## src/rtl/klp32_pkg.sv

```systemverilog
// Shared types and encodings for the KLP32 multi-cycle control path.
package klp32_pkg;

    typedef enum logic [2:0] {
        FETCH  = 3'd0,
        DECODE = 3'd1,
        EXEC   = 3'd2,
        MEM    = 3'd3,
        WB     = 3'd4,
        TRAP   = 3'd5
    } stateT;

    typedef enum logic [3:0] {
        CLS_R       = 4'd0,
        CLS_IALU    = 4'd1,
        CLS_LOAD    = 4'd2,
        CLS_STORE   = 4'd3,
        CLS_BRANCH  = 4'd4,
        CLS_LUI     = 4'd5,
        CLS_AUIPC   = 4'd6,
        CLS_JAL     = 4'd7,
        CLS_JALR    = 4'd8,
        CLS_ILLEGAL = 4'd15
    } instClassT;

    localparam logic [6:0] OP_R      = 7'b0110011;
    localparam logic [6:0] OP_IALU   = 7'b0010011;
    localparam logic [6:0] OP_LOAD   = 7'b0000011;
    localparam logic [6:0] OP_STORE  = 7'b0100011;
    localparam logic [6:0] OP_BRANCH = 7'b1100011;
    localparam logic [6:0] OP_LUI    = 7'b0110111;
    localparam logic [6:0] OP_AUIPC  = 7'b0010111;
    localparam logic [6:0] OP_JAL    = 7'b1101111;
    localparam logic [6:0] OP_JALR   = 7'b1100111;

    localparam logic [2:0] IMM_I = 3'd0;
    localparam logic [2:0] IMM_S = 3'd1;
    localparam logic [2:0] IMM_B = 3'd2;
    localparam logic [2:0] IMM_U = 3'd3;
    localparam logic [2:0] IMM_J = 3'd4;

    localparam logic [1:0] WB_MEM = 2'd0;
    localparam logic [1:0] WB_ALU = 2'd1;
    localparam logic [1:0] WB_PC4 = 2'd2;

    localparam logic [3:0] ALU_ADD   = 4'b0000;
    localparam logic [3:0] ALU_PASSB = 4'b1011;

    // funct3[0] inverts the sense; funct3[2] selects less-than over equal.
    function automatic logic branchTaken(input logic [2:0] funct3,
                                         input logic brEq,
                                         input logic brLt);
        return funct3[0] ^ (funct3[2] ? brLt : brEq);
    endfunction

endpackage

```

## src/rtl/mc_controller_inst_decode.sv

```systemverilog
// Combinational opcode classification for the multi-cycle controller.
module inst_decode
    import klp32_pkg::*;
(
    input  logic [6:0] opcode,
    output instClassT  instClass,
    output logic       legal
);

    always_comb begin
        instClass = CLS_ILLEGAL;
        case (opcode)
            OP_R:      instClass = CLS_R;
            OP_IALU:   instClass = CLS_IALU;
            OP_LOAD:   instClass = CLS_LOAD;
            OP_STORE:  instClass = CLS_STORE;
            OP_BRANCH: instClass = CLS_BRANCH;
            OP_LUI:    instClass = CLS_LUI;
            OP_AUIPC:  instClass = CLS_AUIPC;
            OP_JAL:    instClass = CLS_JAL;
            OP_JALR:   instClass = CLS_JALR;
            default:   instClass = CLS_ILLEGAL;
        endcase
        legal = (instClass != CLS_ILLEGAL);
    end

endmodule

```

## src/rtl/mc_controller.sv

```systemverilog
// Multi-cycle KLP32 controller: FETCH/DECODE/EXEC/MEM/WB FSM with sticky TRAP.
module mc_controller
    import klp32_pkg::*;
(
    input  logic        clk,
    input  logic        reset,
    input  logic        run,
    input  logic [31:0] inst,
    input  logic        BrEq,
    input  logic        BrLT,
    input  logic        mem_ready,
    output logic        PCWEn,
    output logic        PCSel,
    output logic        IRWEn,
    output logic        RegWEn,
    output logic        ALUsrc1,
    output logic        ALUsrc2,
    output logic        BrUn,
    output logic        mem_req,
    output logic        memRW,
    output logic        ldU,
    output logic [2:0]  immSel,
    output logic [3:0]  aluSel,
    output logic [1:0]  wb_select,
    output logic [2:0]  state,
    output logic        illegal
);

    stateT      stateReg;
    stateT      stateNext;
    logic [6:0] opcodeReg;
    logic [2:0] funct3Reg;
    logic       bit30Reg;
    instClassT  instClass;
    logic       legal;
    logic       taken;

    logic       aluSrc1D;
    logic       aluSrc2D;
    logic [2:0] immSelD;
    logic [3:0] aluSelD;

    // Only opcode, funct3 and inst[30] steer control; the rest belongs to the datapath.
    logic unusedInstBits;
    assign unusedInstBits = ^{inst[31], inst[29:15], inst[11:7]};

    inst_decode uDecode (
        .opcode    (opcodeReg),
        .instClass (instClass),
        .legal     (legal)
    );

    assign taken = branchTaken(funct3Reg, BrEq, BrLT);
    assign state = stateReg;

    always_ff @(posedge clk) begin
        if (!reset) begin
            stateReg  <= FETCH;
            opcodeReg <= '0;
            funct3Reg <= '0;
            bit30Reg  <= '0;
        end else begin
            stateReg <= stateNext;
            if (stateReg == FETCH && run) begin
                opcodeReg <= inst[6:0];
                funct3Reg <= inst[14:12];
                bit30Reg  <= inst[30];
            end
        end
    end

    always_comb begin
        stateNext = stateReg;
        case (stateReg)
            FETCH:  stateNext = run ? DECODE : FETCH;
            DECODE: stateNext = legal ? EXEC : TRAP;
            EXEC: begin
                if (instClass == CLS_LOAD || instClass == CLS_STORE)
                    stateNext = MEM;
                else if (instClass == CLS_BRANCH)
                    stateNext = FETCH;
                else
                    stateNext = WB;
            end
            MEM: begin
                if (mem_ready)
                    stateNext = (instClass == CLS_LOAD) ? WB : FETCH;
            end
            WB:      stateNext = FETCH;
            TRAP:    stateNext = TRAP;
            default: stateNext = FETCH;
        endcase
    end

    always_comb begin
        aluSrc1D = 1'b0;
        aluSrc2D = 1'b0;
        immSelD  = IMM_I;
        aluSelD  = ALU_ADD;
        case (instClass)
            CLS_R: aluSelD = {bit30Reg, funct3Reg};
            CLS_IALU: begin
                aluSrc2D = 1'b1;
                aluSelD  = (funct3Reg == 3'b101) ? {bit30Reg, 3'b101} : {1'b0, funct3Reg};
            end
            CLS_LOAD:  aluSrc2D = 1'b1;
            CLS_STORE: begin
                aluSrc2D = 1'b1;
                immSelD  = IMM_S;
            end
            CLS_BRANCH: begin
                aluSrc1D = 1'b1;
                aluSrc2D = 1'b1;
                immSelD  = IMM_B;
            end
            CLS_LUI: begin
                aluSrc2D = 1'b1;
                immSelD  = IMM_U;
                aluSelD  = ALU_PASSB;
            end
            CLS_AUIPC: begin
                aluSrc1D = 1'b1;
                aluSrc2D = 1'b1;
                immSelD  = IMM_U;
            end
            CLS_JAL: begin
                aluSrc1D = 1'b1;
                aluSrc2D = 1'b1;
                immSelD  = IMM_J;
            end
            CLS_JALR: aluSrc2D = 1'b1;
            default: ;
        endcase
    end

    // ALU steering is held through MEM and WB so aluOut stays valid as address/result/jump target.
    always_comb begin
        PCWEn     = 1'b0;
        PCSel     = 1'b0;
        IRWEn     = 1'b0;
        RegWEn    = 1'b0;
        ALUsrc1   = 1'b0;
        ALUsrc2   = 1'b0;
        BrUn      = 1'b0;
        mem_req   = 1'b0;
        memRW     = 1'b0;
        ldU       = 1'b0;
        immSel    = '0;
        aluSel    = '0;
        wb_select = '0;
        illegal   = 1'b0;
        case (stateReg)
            FETCH: IRWEn = run;
            EXEC: begin
                ALUsrc1 = aluSrc1D;
                ALUsrc2 = aluSrc2D;
                immSel  = immSelD;
                aluSel  = aluSelD;
                if (instClass == CLS_BRANCH) begin
                    PCWEn = 1'b1;
                    PCSel = taken;
                    BrUn  = funct3Reg[1];
                end
            end
            MEM: begin
                ALUsrc1 = aluSrc1D;
                ALUsrc2 = aluSrc2D;
                immSel  = immSelD;
                aluSel  = aluSelD;
                mem_req = 1'b1;
                memRW   = (instClass == CLS_STORE);
                ldU     = (instClass == CLS_LOAD) && funct3Reg[2];
                PCWEn   = (instClass == CLS_STORE) && mem_ready;
            end
            WB: begin
                ALUsrc1 = aluSrc1D;
                ALUsrc2 = aluSrc2D;
                immSel  = immSelD;
                aluSel  = aluSelD;
                RegWEn  = 1'b1;
                PCWEn   = 1'b1;
                if (instClass == CLS_LOAD)
                    wb_select = WB_MEM;
                else if (instClass == CLS_JAL || instClass == CLS_JALR)
                    wb_select = WB_PC4;
                else
                    wb_select = WB_ALU;
                PCSel = (instClass == CLS_JAL || instClass == CLS_JALR);
            end
            TRAP: illegal = 1'b1;
            default: ;
        endcase
    end

endmodule

```

## config.mk

```make
export PLATFORM = sky130hd
export DESIGN_NAME = mc_controller
export DESIGN_NICKNAME = d
export VERILOG_FILES = /design/src/rtl/klp32_pkg.sv /design/src/rtl/mc_controller_inst_decode.sv /design/src/rtl/mc_controller.sv
export SDC_FILE = /design/constraint.sdc
export NUM_CORES = 1
export LEC_CHECK = 0
export CAP_MARGIN = 10
export CORE_AREA = 5 5 58 60
export DETAILED_ROUTE_END_ITERATION = 10
export DIE_AREA = 0 0 63 65
export GPL_TIMING_DRIVEN = 0
export PLACE_DENSITY = 0.83
export SYNTH_ARGS = -nofsm -noshare
export SYNTH_HDL_FRONTEND = slang
export SYNTH_SLANG_ARGS = --single-unit
```

## constraint.sdc

```tcl
create_clock -name clk -period 2.75 [get_ports clk]
set_input_delay 0.6875 -clock clk [delete_from_list [all_inputs] [get_ports clk]]
set_output_delay 0.6875 -clock clk [all_outputs]
set_load 0.02 [all_outputs]
```

==> results of run 1 <==
## cell families (layout without fill, tap and decap cells)
logic type             count (synthesis)  count (layout)  share of synthesized area
multiplexers                           2               2                     0.0182
XOR/XNOR                               1               1                    0.00798
AND/OR/NAND/NOR                       72              72                      0.354
flip-flops                            14              14                      0.255
AO/OA/AOI/OAI                         38              38                      0.283
buffers and inverters                 18              65                     0.0821
## worst reg2reg max path, delay by kind of cell, from the launching register on
family / cells / cell delay, ns
AO/OA/AOI/OAI: 1 / 0.09
buffers and inverters: 2 / 0.37
flip-flops: 1 / 0.32
AND/OR/NAND/NOR: 3 / 0.74
## state kept, by name, indices dropped and copies added (netlist names)
name       cells
bit30Reg       1
opcodeReg      7
funct3Reg      3
state          3
## final cells by class
class	instances	area, sq um
fill	293	1280
multi-input combinational	113	753
timing repair buffer	44	412
sequential	14	282
buffer	11	65.1
tap	33	41.3
inverter	7	26.3
clock buffer	3	22.5
## through the flow
stage | utilization | cells
finish | 0.557 | 225
CTS | 0.551 | 222
floorplan | - | 145
global route | 0.557 | 225
detailed placement | 0.531 | 217
global placement | 0.531 | 217
## placed cells by master (no fill, tap or decap), types with 3 or more instances in the layout
master           synthesis  final
buf_2                    6      8
and3_1                   4      4
clkbuf_2                 0      4
clkbuf_4                 0      3
buf_4                    0      5
dlygate4sd2_1            0      5
o21ai_0                  3      3
nor3_1                   8      6
inv_1                    7      7
nand4_1                  3      3
dfxtp_1                 14     13
nand2_1                 27     27
a21oi_1                  5      5
nor2b_1                  5      5
dlymetal6s2s_1           0      6
nand3b_1                 4      4
nor2_1                   7      5
clkdlybuf4s50_1          0     23
a21boi_0                11     11
## power groups by stage
| stage | clock (mW) | combinational [mW] | sequential [mW] |
|---|---|---|---|
| floorplan | 0 | 0.177 | 0.255 |
| global placement | 0 | 0.274 | 0.251 |
| detailed placement | 0 | 0.279 | 0.252 |
| CTS | 0.118 | 0.284 | 0.247 |
| global route | 0.129 | 0.314 | 0.251 |
| finish | 0.116 | 0.283 | 0.248 |
## layer usage
metal	routed length (um)	GRT usage
met1	1330	0.201
met2	1420	0.245
met3	229	0.0260
met4	47	0.0557
met5	0	0
## worst max-delay path by stage
stage | to | slack [ns] | cells past startpoint
2_1_floorplan | aluSel[3] | 0.30 | 4
3_3_place_gp | IRWEn | -0.29 | 6
3_5_place_dp | IRWEn | -0.29 | 6
4_1_cts | wb_select[1] | 0.004 | 6
5_1_grt | aluSel[3] | 0.002 | 6
6_report | BrUn | 0.1 | 6
## timing repair
action                     4_1_cts  5_1_grt
resized for setup               22       15
setup endpoints to repair       15       12
hold buffers                     0        0
pin swaps                        1        1
buffers inserted                 2        3
==> run summary, run 1 <==
==================================================================================
1st-iter DRT viols                                                              34
Starting utilization of the core area                                        0.381
Largest net degree at the start of global routing                               11
Data required time of the critical path                                    2.06 ns
Slew headroom                                                                0.728
Routed WL                                                                  3.04 mm
Cell occurring most often along the worst timing path                        buf_2
Routability Congestion                                                       0.835
Worst hold path depth                                                            2
Area overhead of the layout relative to synthesis                            46.0%
Die Ht                                                                       65 um
CP max stage delay                                                         0.38 ns
Reg2reg path depth                                                               6
Outcome                                                               finished, final reports clean
Placed Instance Area                                                  0.00153 sq mm
RSZ-0062 raised after global routing                                            no
Synth Instances                                                                145
Pins over their slew limit                                                       0
Count of flip-flops with a built-in enable after synthesis                       0
PnR worst setup slack                                                    0.0966 ns
Class of the tightest hold or removal check                                reg2reg
Minimum clock period                                                       2.65 ns
Buffers on Ports                                                                39
Critical path endpoint category                                       primary output
Root buf cell                                                             clkbuf_4
Pre-CTS setup slack                                                      -0.285 ns
Most used standard cell by instance count after synthesis                  nand2_1
Sw Share                                                                     0.376
Total Power Consumption                                                     647 uW
Antenna-violating nets left                                                      0
Hold Vio Cnt, Final                                                              0
Vias in the first global route                                                1079
Classification of the worst setup path                                     reg2out
Final worst path period share                                                0.965
Share of final-layout standard cells stronger than drive strength 1          0.182
Top post-synthesis cells by area                                      dfxtp_1 26%, nand2_1 9.2%, a21boi_0 7.5%, nor3_1 3.6%, nor2b_1 2.9%
GRT Residual Overflow                                                            0
Distinct cell type count of the synthesized netlist                             47
Clock tree from TritonCTS                                                    built
Switching pwr                                                               243 uW
Category of the worst setup path launch point                            flip-flop
Maximum level of the CTS H-tree                                                  1
Min-delay src                                                         funct3Reg[1]
Horizontal die dimension                                                     63 um
Seq cells post-synth                                                            14
Leakage power                                                             0.733 nW
Post-route clock skew                                                   0.00260 ns
Highest Clock Rate                                                       0.377 GHz
Worst-case register-to-register setup slack                                1.10 ns
Number of top-level pins                                                        61
Combinational fraction of design power                                       0.437
Endpoint, Worst Hold                                                  funct3Reg[1]
Worst hold slack                                                          0.489 ns
Number of clock buffers inserted by TritonCTS                                    3
Antenna violations before repair                                                 0
Via total after detailed routing                                              1203
Worst Tran Pin Value                                                      0.408 ns
Crit Reg-Reg Startpoint                                               opcodeReg[2]
Clock-pin slew on the worst setup and hold paths                           0.08 ns
Inserted Diodes                                                                  0
Synthesized area per cell                                               7.57 sq um
Worst setup path start                                                opcodeReg[2]
Via density                                                                   5.35
Area leader, netlist                                                       dfxtp_1
YS warnings                                                                      0
Peak VDD IR                                                               0.268 mV
Critical path cell sequence                                           buf_2, nand3b_1, buf_4, or3_1, nor3_1, buf_2
Residual DRC count                                                               0
Crit-path slowest cell                                                       or3_1
Nets in the synthesized netlist                                                183
Area share of the largest cell type after synthesis                          0.255
Wire length of the first global-routing pass                               5.06 mm
CP max FO                                                                       10
Net count, final                                                               232
Post-detailed-route wirelength per cell                                    13.5 um
Max Root-Sink Buffers                                                            2
Total global routing track utilization                                       0.152
Sequential cell fraction of total power                                      0.383
CP bufs+invs                                                                     3
Post-route setup TNS                                                          0 ns
Power per standard cell area                                           404 mW/mm^2
HPWL after detailed placement                                              2.22 mm
Reported max-cap violation count                                                 0
Async S/R FF share, synth                                                        0
Drt pass-1 iters                                                                 4
Clock latency reported for the late side of the worst-skew pair            0.28 ns
R2R Path End                                                              state[2]
Internal Pwr Total                                                          403 uW
Area of the core                                                      0.00288 sq mm
Top cell types by occurrence after synthesis                          27 x nand2_1, 14 x dfxtp_1, 11 x a21boi_0
Clk sink count                                                                  14
Most frequently used flop master after synthesis                           dfxtp_1
Final setup vio count                                                            0
Count of standard-cell rows                                                     20
Area enclosed by the die boundary                                     0.00410 sq mm
Top cell family by delay on the critical path                         simple AND/OR/NAND/NOR gates
Fraction of power consumed by the clock network                              0.179
Post-synthesis sequential area ratio                                         0.255
Area of all placed cells without fillers                              0.00160 sq mm
Post-synthesis instance area                                          0.00110 sq mm
Arrival time of data at the critical path endpoint                         1.97 ns
==================================================================================
Power figures use the tool's default switching activity.
==> inputs of run 2 (changes only) <==
Settings changed: CORE_AREA 5 5 58 60 to 5 5 55 69, DIE_AREA 0 0 63 65 to 0 0 60 74, HOLD_SLACK_MARGIN from default to 0.06, PLACE_DENSITY 0.83 to 0.76.
Clock period 2.75 ns to 2.93 ns, I/O delays scaled along.
==> run summary, run 2 (synthesis results as in run 1) <==
==================================================================================
Routed WL                                                                  3.00 mm   -1.2%
Final setup vio count                                                            0   unchanged
Power per standard cell area                                           406 mW/mm^2   +0.67%
Max Root-Sink Buffers                                                            2   unchanged
Critical path cell sequence                                           buf_6, nor3b_4, o21ai_2, nor3_2, o21a_1, clkdlybuf4s50_1
Leakage power                                                             0.657 nW   -10%
Maximum level of the CTS H-tree                                                  1   unchanged
Total met3 wirelength after detailed routing                                223 um   -2.6%
Net count, final                                                               228   -1.7%
Peak VDD IR                                                               0.252 mV   -6.0%
Residual DRC count                                                               0   unchanged
Post-route clock skew                                                   0.00283 ns   +0.000230 ns
Category of the worst setup path launch point                            flip-flop
GRT Residual Overflow                                                            0   unchanged
Antenna-violating nets left                                                      0   unchanged
Class of the tightest hold or removal check                                reg2reg
Crit-path slowest cell                                                clkdlybuf4s50_1
Final worst path period share                                                0.970
Wl on met1                                                                 1.27 mm   -5.1%
Classification of the worst setup path                                     reg2out
Minimum clock period                                                       2.84 ns
Finished Layout Cells                                                          225   unchanged
Commonest cells after routing, fill and taps aside                    30 x clkdlybuf4s50_1, 27 x nand2_1, 13 x dfxtp_1
Starting utilization of the core area                                        0.353   -0.0282
Horizontal die dimension                                                     60 um   -4.8%
Detailed route wirelength on metal2                                        1.47 mm   +3.5%
Top cell family by delay on the critical path                         buffers and inverters
Root buf cell                                                             clkbuf_8
Area enclosed by the die boundary                                     0.00444 sq mm   +8.4%
Clk sink count                                                                  14   unchanged
Multi-input gate area                                                    747 sq um   -0.83%
Pre-CTS setup slack                                                      -0.218 ns   +0.0673 ns
Routability Congestion                                                       0.762   -8.7%
PnR worst setup slack                                                    0.0882 ns   -0.00846 ns
CP bufs+invs                                                                     2   -1
Pins over their slew limit                                                       0   unchanged
Via total after detailed routing                                              1200   -0.25%
Top metal layer carrying routed signals                                       met4
Number of clock buffers inserted by TritonCTS                                    3   unchanged
Antenna violations before repair                                                 0   unchanged
Number of flip-flops in the largest register                                     7   unchanged
Area taken by flip-flops and latches                                     282 sq um   unchanged
Share of final-layout standard cells stronger than drive strength 1          0.133   -0.0493
Via density                                                                   5.33   -0.25%
Post-Place Cells                                                               221   +1.8%
Most flops, register                                                     opcodeReg
Clock-pin slew on the worst setup and hold paths                           0.06 ns   -0.02 ns
Reported max-cap violation count                                                 0   unchanged
Wire length of the first global-routing pass                               5.06 mm   unchanged
Count of standard-cell rows                                                     23   +15%
Area overhead of the layout relative to synthesis                            45.8%   about the same
Area of the core                                                      0.00311 sq mm   +8.0%
Clock tree from TritonCTS                                                    built
CP max stage delay                                                         0.60 ns   +0.22 ns
Commonest non-fill, non-tap cell in the layout                        clkdlybuf4s50_1
Critical path endpoint category                                       primary output
Vias in the first global route                                                1116   +3.4%
Filler cells                                                                   299   +2.0%
Worst Tran Pin Value                                                      0.481 ns   +0.0732 ns
Data required time of the critical path                                    2.20 ns   +0.14 ns
Die Ht                                                                       74 um   +14%
Inserted Diodes                                                                  0   unchanged
Largest net degree at the start of global routing                               11   unchanged
RSZ-0062 raised after global routing                                            no
CP max FO                                                                        9   -1
Buffers on Ports                                                                39   unchanged
Outcome                                                               finished, final reports clean
Number of top-level pins                                                        61   unchanged
Slew headroom                                                                0.679   -0.0488
1st-iter DRT viols                                                              38   +12%
Arrival time of data at the critical path endpoint                         2.11 ns   +0.14 ns
HPWL after detailed placement                                              2.30 mm   +3.7%
Clock latency reported for the late side of the worst-skew pair            0.24 ns   -0.04 ns
Drt pass-1 iters                                                                 4   unchanged
Total global routing track utilization                                       0.144   -0.00745
Cts-stage hold buffer count                                                      0   unchanged
Hold Vio Cnt, Final                                                              0   unchanged
Highest Clock Rate                                                       0.352 GHz
Post-detailed-route wirelength per cell                                    13.3 um   -1.2%
==================================================================================
[run 2: worst paths after layout]
| path | start | end | slack, ns | cells after the start |
|---|---|---|---|---|
| hold / removal | funct3Reg[1] | funct3Reg[1] | 0.48 | 2 |
| hold reg to reg | funct3Reg[1] | funct3Reg[1] | 0.48 | 2 |
| setup / recovery | state[0] | aluSel[1] | 0.09 | 6 |
| setup reg to reg | opcodeReg[2] | state[2] | 1.40 | 5 |
[run 2: worst min-delay path, stage by stage, from the launching register on]
cell	delay, ns
dfxtp_1	0.32
nand2_1	0.05
a21boi_0	0.06
[run 2: timing repair]
action,4_1_cts,5_1_grt
pin swaps,0,0
gates resized for setup,7,10
setup buffers,1,0
endpoints found under the setup margin,9,7
[run 2: layout make-up]
type                       instances  area share
multi-input combinational        113       0.467
buffer                            11      0.0399
tap                               37      0.0289
inverter                           7      0.0164
timing repair buffer              40       0.246
clock buffer                       3      0.0258
sequential                        14       0.176
[run 2: routing by layer]
metal,global-route usage,vias to the layer above
li1,-,601
met1,0.193,554
met2,0.232,41
met3,0.0295,4
met4,0.0443,0
met5,0,-
[run 2: stage by stage]
step | hold WS [ns] | area [sq um] | utilization | power (mW) | TNS, ns
after floorplan | 0.457 | 1100 | - | 0.405 | 0
after global placement | 0.467 | 1530 | 0.494 | 0.495 | -0.337
after detailed placement | 0.479 | 1530 | 0.494 | 0.498 | -0.360
after CTS | 0.486 | 1580 | 0.508 | 0.653 | 0
after global routing | 0.514 | 1600 | 0.515 | 0.694 | 0
final | 0.484 | 1600 | 0.515 | 0.650 | 0
[run 2: power breakdown]
group          total [mW]  switching [mW]  internal (mW)  leakage, nW
clock               0.153          0.0627         0.0907       0.0216
combinational       0.265           0.148          0.117        0.520
sequential          0.232          0.0184          0.214        0.115
==> inputs of run 3 (changes only) <==
Settings changed: CORE_AREA 5 5 55 69 to 5 5 53 67, CTS_BUF_LIST from default to sky130_fd_sc_hd__clkbuf_4, DIE_AREA 0 0 60 74 to 0 0 58 72, PLACE_DENSITY 0.76 to 0.81, TNS_END_PERCENT from default to 30.
==> run summary, run 3 (synthesis results as in run 1) <==
==================================================================================
Maximum level of the CTS H-tree                                                  1   unchanged
Drt pass-1 iters                                                                 4   unchanged
Net count, final                                                               229   +0.44%
Via density                                                                   5.46   +2.3%
Buffers on Ports                                                                39   unchanged
Final worst path period share                                                0.971   +0.00134
Via total after detailed routing                                              1233   +2.8%
Critical path endpoint category                                       primary output
Classification of the worst setup path                                     reg2out
Wire length of the first global-routing pass                               5.18 mm   +2.2%
Commonest cells after routing, fill and taps aside                    28 x clkdlybuf4s50_1, 27 x nand2_1, 13 x dfxtp_1
Slew headroom                                                                0.746   +0.0664
Clock-pin slew on the worst setup and hold paths                           0.08 ns   +0.02 ns
Routed WL                                                                  3.05 mm   +1.7%
CP max FO                                                                       10   +1
GRT Residual Overflow                                                            0   unchanged
Max Root-Sink Buffers                                                            2   unchanged
Highest Clock Rate                                                       0.351 GHz   -0.14%
Class of the tightest hold or removal check                                reg2reg
Number of flip-flops in the largest register                                     7   unchanged
Data required time of the critical path                                    2.20 ns   about the same
Outcome                                                               finished, final reports clean
Residual DRC count                                                               0   unchanged
Critical path cell sequence                                           buf_2, nand3b_1, buf_4, nor4_2, a21o_1, dlygate4sd2_1
Post-route clock skew                                                   0.00542 ns   +0.00259 ns
Most flops, register                                                     opcodeReg
Commonest non-fill, non-tap cell in the layout                        clkdlybuf4s50_1
Routability Congestion                                                       0.927   +22%
Peak VDD IR                                                               0.250 mV   -0.68%
Total global routing track utilization                                       0.152   +0.00753
Clk sink count                                                                  14   unchanged
Clock latency reported for the late side of the worst-skew pair            0.28 ns   +0.04 ns
Pins over their slew limit                                                       0   unchanged
CP max stage delay                                                         0.33 ns   -0.27 ns
Share of final-layout standard cells stronger than drive strength 1          0.142   +0.00913
Leakage power                                                             0.702 nW   +6.9%
Finished Layout Cells                                                          226   +0.44%
Crit-path slowest cell                                                     dfxtp_1
Arrival time of data at the critical path endpoint                         2.11 ns   about the same
Final setup vio count                                                            0   unchanged
Antenna violations before repair                                                 0   unchanged
Starting utilization of the core area                                        0.383   +0.0302
Vias in the first global route                                                1241   +11%
Area enclosed by the die boundary                                     0.00418 sq mm   -5.9%
Clock tree from TritonCTS                                                    built
Count of standard-cell rows                                                     22   -4.3%
1st-iter DRT viols                                                              38   unchanged
HPWL after detailed placement                                              2.41 mm   +5.0%
RSZ-0062 raised after global routing                                           yes
Antenna-violating nets left                                                      0   unchanged
Area of the core                                                      0.00286 sq mm   -7.9%
Horizontal die dimension                                                     58 um   -3.3%
Power per standard cell area                                           380 mW/mm^2   -6.5%
Worst Tran Pin Value                                                      0.382 ns   -0.0996 ns
Category of the worst setup path launch point                            flip-flop
Number of top-level pins                                                        61   unchanged
Post-detailed-route wirelength per cell                                    13.5 um   +1.3%
Die Ht                                                                       72 um   -2.7%
Post-route setup TNS                                                          0 ns   unchanged
Area overhead of the layout relative to synthesis                            45.5%
Largest net degree at the start of global routing                               11   unchanged
Hold Vio Cnt, Final                                                              0   unchanged
Number of clock buffers inserted by TritonCTS                                    3   unchanged
Post-Place Cells                                                               220   -0.45%
Inserted Diodes                                                                  0   unchanged
Root buf cell                                                             clkbuf_4
Minimum clock period                                                       2.85 ns   +0.00392 ns
Reported max-cap violation count                                                 0   unchanged
==================================================================================
run 3: cell count changes in the layout (fill, tap and decap cells not counted), sizes merged:
cell	delta
dlygate4sd2	-2
clkdlybuf4s50	-2
dlymetal6s2s	+3
clkinv	+1
clkbuf	+2
run 3: power by group:
group	leakage (nW)	switching (mW)	internal, mW
registers	0.115	0.0195	0.214
clock network	0.0154	0.0605	0.0494
logic	0.571	0.147	0.116
total	0.702	0.227	0.379
run 3: path summary, 6_finish.rpt:
kind              cells past startpoint         start  slack [ns]            to
setup reg to reg                      6  opcodeReg[2]        1.33      state[0]
hold reg to reg                       2  funct3Reg[1]        0.49  funct3Reg[1]
setup / recovery                      6  opcodeReg[2]        0.08         PCSel
hold / removal                        2  funct3Reg[1]        0.49  funct3Reg[1]
run 3: area by class of cell:
class / count / area [sq um]
plain buffers: 11 / 65.1
clock buffers: 3 / 22.5
clock inverters: 1 / 3.75
fillers: 289 / 1270
inverters: 7 / 26.3
multi-input cells: 113 / 746
flip-flops and latches: 14 / 282
well taps: 36 / 45.0
repair buffers: 41 / 407
run 3: worst max-delay path: cells and delay by family, from the launching register on:
family          cells  cell delay, ns
simple gates        2            0.63
flops               1            0.33
buf+inv             3            0.73
compound gates      1            0.16
run 3: repair_timing:
item                                    in CTS  in global routing
endpoints found under the hold margin        0                  0
gates resized for setup                      7                 15
endpoints found under the setup margin       9                 11
buffers inserted                             1                  1
hold buffers                                 0                  0
run 3: metal layers:
metal  vias to the layer above  GRT usage  routed length [um]
met4                         0     0.0799                  59
met1                       557      0.171                1180
met2                        58      0.273                1620
met5                         -          0                   0
li1                        612          -                   -
met3                         6     0.0196                 200
run 3: stage by stage:
stage / utilization / power (mW) / hold WS [ns] / worst slack [ns] / cell area [sq um]
2_1_floorplan: - / 0.405 / 0.457 / 0.436 / 1100
3_3_place_gp: 0.535 / 0.490 / 0.474 / -0.192 / 1530
3_5_place_dp: 0.535 / 0.498 / 0.480 / -0.209 / 1530
4_1_cts: 0.549 / 0.609 / 0.491 / -0.0440 / 1570
5_1_grt: 0.558 / 0.653 / 0.513 / -0.0194 / 1600
6_report: 0.558 / 0.606 / 0.488 / 0.0843 / 1600
